`src/rtl/mest_pro_run_ctrl.sv`:
```
// mest_pro_run_ctrl: sequences a mest_pro core through reset, start and run,
// buffers every reported {carry, zero, result} in a show-ahead FIFO, latches
// the final display value and ends runs that never finish via a watchdog.
module mest_pro_run_ctrl #(
  parameter int RESULT_WIDTH   = 8,
  parameter int DISPLAY_WIDTH  = 16,
  parameter int LOG_DEPTH      = 4,
  parameter int RESET_CYCLES   = 4,
  parameter int TIMEOUT_CYCLES = 65535
) (
  input  logic                      clk,
  input  logic                      i_reset,
  input  logic                      i_run,
  input  logic                      i_clear_mem,
  output logic                      o_busy,
  output logic                      o_done,
  output logic                      o_timeout,
  output logic                      o_overflow,
  output logic                      o_cpu_reset_n,
  output logic                      o_cpu_memory_reset,
  output logic                      o_cpu_start,
  input  logic [RESULT_WIDTH-1:0]   i_cpu_result,
  input  logic                      i_cpu_valid_result,
  input  logic                      i_cpu_carry,
  input  logic                      i_cpu_zero_flag,
  input  logic                      i_cpu_all_done,
  input  logic [DISPLAY_WIDTH-1:0]  i_cpu_display,
  input  logic                      i_rd_en,
  output logic [RESULT_WIDTH+1:0]   o_rd_data,
  output logic                      o_empty,
  output logic [LOG_DEPTH:0]        o_fifo_count,
  output logic [15:0]               o_result_count,
  output logic [DISPLAY_WIDTH-1:0]  o_last_display
);

  localparam int DW    = RESULT_WIDTH + 2;
  localparam int CW    = LOG_DEPTH + 1;
  localparam int DEPTH = 1 << LOG_DEPTH;
  localparam int HW    = $clog2(RESET_CYCLES + 1);

  typedef enum logic [2:0] {
    S_IDLE       = 3'd0,
    S_HOLD_RESET = 3'd1,
    S_START      = 3'd2,
    S_RUN        = 3'd3,
    S_DONE       = 3'd4
  } state_t;

  state_t                    r_state;
  state_t                    w_state_nxt;
  logic [HW-1:0]             r_hold_cnt;
  logic [19:0]               r_wd_cnt;
  logic                      r_clear_mem;
  logic                      w_clear_mem_nxt;
  logic                      w_start_run;
  logic                      w_timeout_hit;

  logic [DW-1:0]             r_mem [DEPTH];
  logic [LOG_DEPTH-1:0]      r_wr_ptr;
  logic [LOG_DEPTH-1:0]      r_rd_ptr;
  logic [LOG_DEPTH-1:0]      w_rd_ptr_inc;
  logic [CW-1:0]             r_count;
  logic [CW-1:0]             w_count_nxt;
  logic [DW-1:0]             r_rd_data;
  logic [DW-1:0]             w_rd_data_nxt;
  logic [DW-1:0]             w_push_data;
  logic                      w_push_req;
  logic                      w_push;
  logic                      w_pop;
  logic                      w_full;
  logic                      w_drop;

  logic                      r_busy;
  logic                      r_done;
  logic                      r_timeout;
  logic                      r_overflow;
  logic                      r_cpu_reset_n;
  logic                      r_cpu_memory_reset;
  logic                      r_cpu_start;
  logic                      r_empty;
  logic [15:0]               r_result_count;
  logic [DISPLAY_WIDTH-1:0]  r_last_display;

  // Next-state logic of the run sequencer; a run request restarts from IDLE or DONE only.
  always_comb begin
    w_state_nxt     = r_state;
    w_start_run     = 1'b0;
    w_clear_mem_nxt = r_clear_mem;
    w_timeout_hit   = 1'b0;
    case (r_state)
      S_IDLE, S_DONE: begin
        if (i_run) begin
          w_state_nxt     = S_HOLD_RESET;
          w_start_run     = 1'b1;
          w_clear_mem_nxt = i_clear_mem;
        end else begin
          w_state_nxt = r_state;
        end
      end
      S_HOLD_RESET: begin
        if (r_hold_cnt == HW'(RESET_CYCLES - 1)) begin
          w_state_nxt = S_START;
        end else begin
          w_state_nxt = S_HOLD_RESET;
        end
      end
      S_START: begin
        w_state_nxt = S_RUN;
      end
      S_RUN: begin
        if (i_cpu_all_done) begin
          w_state_nxt = S_DONE;
        end else if (r_wd_cnt == 20'(TIMEOUT_CYCLES - 1)) begin
          w_state_nxt   = S_DONE;
          w_timeout_hit = 1'b1;
        end else begin
          w_state_nxt = S_RUN;
        end
      end
      default: begin
        w_state_nxt = S_IDLE;
      end
    endcase
  end

  // State register plus the latched memory-clear request for this run.
  always_ff @(posedge clk) begin
    if (i_reset) begin
      r_state     <= S_IDLE;
      r_clear_mem <= 1'b0;
    end else begin
      r_state     <= w_state_nxt;
      r_clear_mem <= w_clear_mem_nxt;
    end
  end

  // Reset-hold length counter and RUN watchdog; both restart from zero on entry.
  always_ff @(posedge clk) begin
    if (i_reset) begin
      r_hold_cnt <= '0;
      r_wd_cnt   <= 20'd0;
    end else begin
      r_hold_cnt <= (r_state == S_HOLD_RESET) ? r_hold_cnt + HW'(1) : '0;
      r_wd_cnt   <= (r_state == S_RUN) ? r_wd_cnt + 20'd1 : 20'd0;
    end
  end

  // Core-facing and status outputs, registered from the upcoming state so they align with it.
  always_ff @(posedge clk) begin
    if (i_reset) begin
      r_cpu_reset_n      <= 1'b0;
      r_cpu_memory_reset <= 1'b0;
      r_cpu_start        <= 1'b0;
      r_busy             <= 1'b0;
      r_done             <= 1'b0;
    end else begin
      r_cpu_reset_n      <= (w_state_nxt != S_HOLD_RESET);
      r_cpu_memory_reset <= (w_state_nxt == S_HOLD_RESET) && w_clear_mem_nxt;
      r_cpu_start        <= (w_state_nxt == S_START);
      r_busy             <= (w_state_nxt == S_HOLD_RESET) || (w_state_nxt == S_START) ||
                            (w_state_nxt == S_RUN);
      r_done             <= (w_state_nxt == S_DONE);
    end
  end

  // FIFO control; a drop only happens when full and nothing is leaving in the same cycle.
  always_comb begin
    w_push_data  = {i_cpu_carry, i_cpu_zero_flag, i_cpu_result};
    w_push_req   = (r_state == S_RUN) && i_cpu_valid_result;
    w_full       = (r_count == CW'(DEPTH));
    w_pop        = i_rd_en && (r_count != '0);
    w_push       = w_push_req && (!w_full || w_pop);
    w_drop       = w_push_req && w_full && !w_pop;
    w_rd_ptr_inc = r_rd_ptr + LOG_DEPTH'(1);
    w_count_nxt  = r_count + CW'(w_push) - CW'(w_pop);
    if (w_count_nxt == '0) begin
      w_rd_data_nxt = '0;
    end else if (w_pop) begin
      w_rd_data_nxt = (r_count == CW'(1)) ? w_push_data : r_mem[w_rd_ptr_inc];
    end else if (r_count == '0) begin
      w_rd_data_nxt = w_push_data;
    end else begin
      w_rd_data_nxt = r_rd_data;
    end
  end

  // FIFO storage; contents need no reset because pointers and count define validity.
  always_ff @(posedge clk) begin
    if (w_push) begin
      r_mem[r_wr_ptr] <= w_push_data;
    end
  end

  // FIFO pointers, occupancy and show-ahead head register; a run start clears them over any pop.
  always_ff @(posedge clk) begin
    if (i_reset || w_start_run) begin
      r_wr_ptr  <= '0;
      r_rd_ptr  <= '0;
      r_count   <= '0;
      r_rd_data <= '0;
      r_empty   <= 1'b1;
    end else begin
      r_wr_ptr  <= w_push ? r_wr_ptr + LOG_DEPTH'(1) : r_wr_ptr;
      r_rd_ptr  <= w_pop ? w_rd_ptr_inc : r_rd_ptr;
      r_count   <= w_count_nxt;
      r_rd_data <= w_rd_data_nxt;
      r_empty   <= (w_count_nxt == '0);
    end
  end

  // Per-run statistics: saturating result count and sticky timeout/overflow flags.
  always_ff @(posedge clk) begin
    if (i_reset || w_start_run) begin
      r_result_count <= 16'd0;
      r_overflow     <= 1'b0;
      r_timeout      <= 1'b0;
    end else begin
      if (w_push_req && (r_result_count != 16'hFFFF)) begin
        r_result_count <= r_result_count + 16'd1;
      end else begin
        r_result_count <= r_result_count;
      end
      r_overflow <= r_overflow | w_drop;
      r_timeout  <= r_timeout | w_timeout_hit;
    end
  end

  // Final display value; a timed-out run leaves the previous capture in place.
  always_ff @(posedge clk) begin
    if (i_reset) begin
      r_last_display <= '0;
    end else if ((r_state == S_RUN) && i_cpu_all_done) begin
      r_last_display <= i_cpu_display;
    end else begin
      r_last_display <= r_last_display;
    end
  end

  assign o_busy             = r_busy;
  assign o_done             = r_done;
  assign o_timeout          = r_timeout;
  assign o_overflow         = r_overflow;
  assign o_cpu_reset_n      = r_cpu_reset_n;
  assign o_cpu_memory_reset = r_cpu_memory_reset;
  assign o_cpu_start        = r_cpu_start;
  assign o_rd_data          = r_rd_data;
  assign o_empty            = r_empty;
  assign o_fifo_count       = r_count;
  assign o_result_count     = r_result_count;
  assign o_last_display     = r_last_display;

endmodule

```
`config.mk`:
```
export PLATFORM = sky130hd
export DESIGN_NAME = mest_pro_run_ctrl
export DESIGN_NICKNAME = d
export VERILOG_FILES = /design/src/rtl/mest_pro_run_ctrl.sv
export SDC_FILE = /design/constraint.sdc
export NUM_CORES = 1
export LEC_CHECK = 0
export CAP_MARGIN = 20
export CORE_MARGIN = 5
export CORE_UTILIZATION = 50
export DETAILED_ROUTE_END_ITERATION = 12
export PLACE_DENSITY = 0.71
export SYNTH_ARGS = -nofsm -noshare
export SYNTH_HDL_FRONTEND = slang
export SYNTH_SLANG_ARGS = --single-unit
```
`constraint.sdc`:
```
create_clock -name clk -period 10.18 [get_ports clk]
set_input_delay 2.036 -clock clk [delete_from_list [all_inputs] [get_ports clk]]
set_output_delay 2.036 -clock clk [all_outputs]
set_load 0.005 [all_outputs]
```
==> impl_metrics.tcl <==
set metrics [dict create \
    status "finished clean" \
    drt_iter0_markers 626 \
    hold_viol_final 0 \
    peakVddDrop_mv 0.144 \
    drt_wl_total_mm 23.8 \
    mostFrequentLayoutCells "208 x nand2_1, 160 x edfxtp_1, 92 x nand3_1" \
    yosys.area.top_type "edfxtp_1" \
    max_stage_delay_ns 0.84 \
    synthArstFlopShare_pct 0 \
    start_kind "primary input" \
    grt_pass1_vias 7029 \
    postSynthNetCount 979 \
    wire_per_inst_um 18.3 \
    worst_skew_pair.late_latency_ns 0.52 \
    area_delta_synth_final_pct 18.4 \
    vias 7165 \
    synthCells 930 \
    power_w 0.00238 \
    critPathMaxFanout 12 \
    clkSinkCount 250 \
    cp_slowest_cell "a2111oi_4" \
    relSlewSlack_pct 26.6 \
    synth.area.top_cells "edfxtp_1 47%, dfxtp_1 18%, nand2_1 7.6%" \
    die-height_um 153 \
    path_delay_family "simple AND/OR/NAND/NOR gates" \
    cts_tree "done" \
    row_count 52 \
    ys.flop_type "edfxtp_1" \
    power_density_nw_per_um2 196 \
    die_area_um2 23500 \
    arrival_ns 6.10 \
    r2r_cells 12 \
    n_antenna_cell 0 \
    place_congestion 0.797 \
    path_class "in2reg" \
    layout-drive-gt1-share_pct 5.44 \
    hpwl_mm 15.0 \
    finalClockSkew_ns 0.0122 \
    fin_setup_tns_ns 0 \
    fill_cells 1691 \
    cts_resized 0 \
    hp-class "reg2reg" \
    pin_count 88 \
    period_share_pct 55.9 \
    fin_crit_ns 5.69 \
    slew_violations 0 \
    critical_path_cell_count 11 \
    core_um2 20200 \
    syn_area_um2 10200 \
    path_clk_slew_ns 0.06 \
    firstDrtPassIters 4 \
    final_nets 1060 \
    timing.fmax_mhz 176 \
    ys_ff_latch 250 \
    setup_violations 0 \
    drc 0 \
    ys_types 51 \
    avgViaCountPerCell 5.52 \
    htreeDepth 1 \
    postCtsHoldBufs 0 \
    critPathRequiredTime_ns 10.58 \
    start_util_pct 50.6 \
    power_leakage_nw 4.01 \
    tightest_slew_ns 1.10 \
    cp-end-kind "flip-flop" \
    die_x_um 153 \
    crit_buf_inv 2 \
    rsz0062_at_grt "false" \
    syn_avg_cell_area_um2 11.0 \
    post_cts_buffers 0 \
    drv_cap 0 \
    cp_cell_sequence "clkdlybuf4s50_1 > inv_1 > nor2_1 > mux2_2 > ha_1 > fa_1 > and3b_1 > or4_4 > a2111oi_4 > nor3_2 > a32o_1" \
    synth_top_area_share_pct 46.9 \
    numCtsBuffers 25 \
    min_path_cells 1 \
    overflow 0 \
    cts_max_path_buffers 3 \
    ant_nets 0 \
    grt_max_degree 81 \
    grt_pass1_wl_mm 38.4 \
    ys.warnings.count 0 \
    grt.total_usage_pct 20.0 \
    io_buffers 87 \
    synth_edf_count 160 \
    final_common_cell "nand2_1" \
    antenna_found_initial 0 \
    ys_seq_area_share_pct 64.5 \
    cts_root_buf "clkbuf_16" \
]
worst paths after layout:
kind / slack (ns) / startpoint / end
max: 4.49 / i_rd_en / o_rd_data[1]
min: 0.42 / r_hold_cnt[0] / r_hold_cnt[0]
max reg2reg: 5.62 / o_fifo_count[3] / o_rd_data[1]
min reg2reg: 0.42 / r_hold_cnt[0] / r_hold_cnt[0]
cell usage after synthesis (all sizes together), types with 2 or more instances:
master,number
and4,4
or2,2
nand3b,3
a21oi,29
o211ai,3
nand4,10
clkbuf,36
nor4,6
nand3,92
o311ai,2
o41ai,2
nor4b,3
xnor2,16
a32o,10
or3,8
a31oi,3
a41o,19
o21ai,9
mux2,2
nor2b,3
nand2b,5
o31ai,2
dfxtp,90
nor2,79
nand2,209
and2,4
mux2i,4
a41oi,2
nor3,27
inv,16
and3,8
nor3b,7
edfxtp,160
buf,9
xor2,21
ha,15
sequential cells by signal (all words and copies together) (netlist names), 3 cells and up:
register        flops
r_rd_ptr            4
r_mem             160
r_wr_ptr            4
o_last_display     16
o_fifo_count        5
r_hold_cnt          3
o_rd_data          10
r_wd_cnt           20
r_state             3
o_result_count     16
cell type report:
type                    count  area [um2]  share of cell area (%)
multi-input cells         619        3420                    28.2
well taps                 270         338                    2.78
clock buffers              33         656                    5.40
inverters                  16        60.1                   0.495
flip-flops and latches    250        6610                    54.5
clock inverters            12        83.8                   0.691
repair buffers             99         965                    7.95
worst reg2reg max path: stages (launching register included):
cell,delay [ns]
dfxtp_1,0.33
inv_1,0.08
ha_1,0.20
nor4b_1,0.52
nor2_1,0.22
mux2_2,0.33
ha_1,0.21
fa_1,0.40
and3b_1,0.20
or4_4,0.54
a2111oi_4,0.84
nor3_2,0.30
a32o_1,0.30
per-stage QoR:
step / setup WS (ns) / cell area (um2) / hold slack [ns] / cells / utilization [%]
after floorplan: 5.16 / 10200 / 0.399 / 930 / -
after global placement: 4.19 / 11400 / 0.407 / 1251 / 56.2
after detailed placement: 4.01 / 11400 / 0.417 / 1252 / 56.2
after CTS: 4.52 / 12100 / 0.425 / 1297 / 59.9
after global routing: 4.33 / 12100 / 0.448 / 1299 / 60.0
final: 4.49 / 12100 / 0.421 / 1299 / 60.0
cells by family (layout without fill, tap and decap cells):
| group | after synthesis | in the layout | synth area share [%] |
|---|---|---|---|
| mux | 6 | 6 | 0.611 |
| flops | 250 | 250 | 64.5 |
| simple gates | 474 | 474 | 21.0 |
| fa+ha+maj | 16 | 16 | 2.03 |
| compound gates | 86 | 86 | 6.39 |
| xor+xnor | 37 | 37 | 3.16 |
| buf+inv | 61 | 160 | 2.36 |
power breakdown:
group	switching (W)	leakage (nW)	total (W)	internal, W
Combinational	0.000225	1.47	0.000393	0.000168
Clock	0.000373	0.366	0.000850	0.000477
Sequential	0.0000295	2.17	0.00113	0.00111
metal layers:
metal	vias to the layer above	global-route usage [%]	routed length, um
met5	-	0	0
met4	0	4.67	519
met3	38	4.66	1810
met2	240	32.1	11000
met1	3409	27.9	10400
li1	3478	-	-
(Power assumes the default switching activity.)
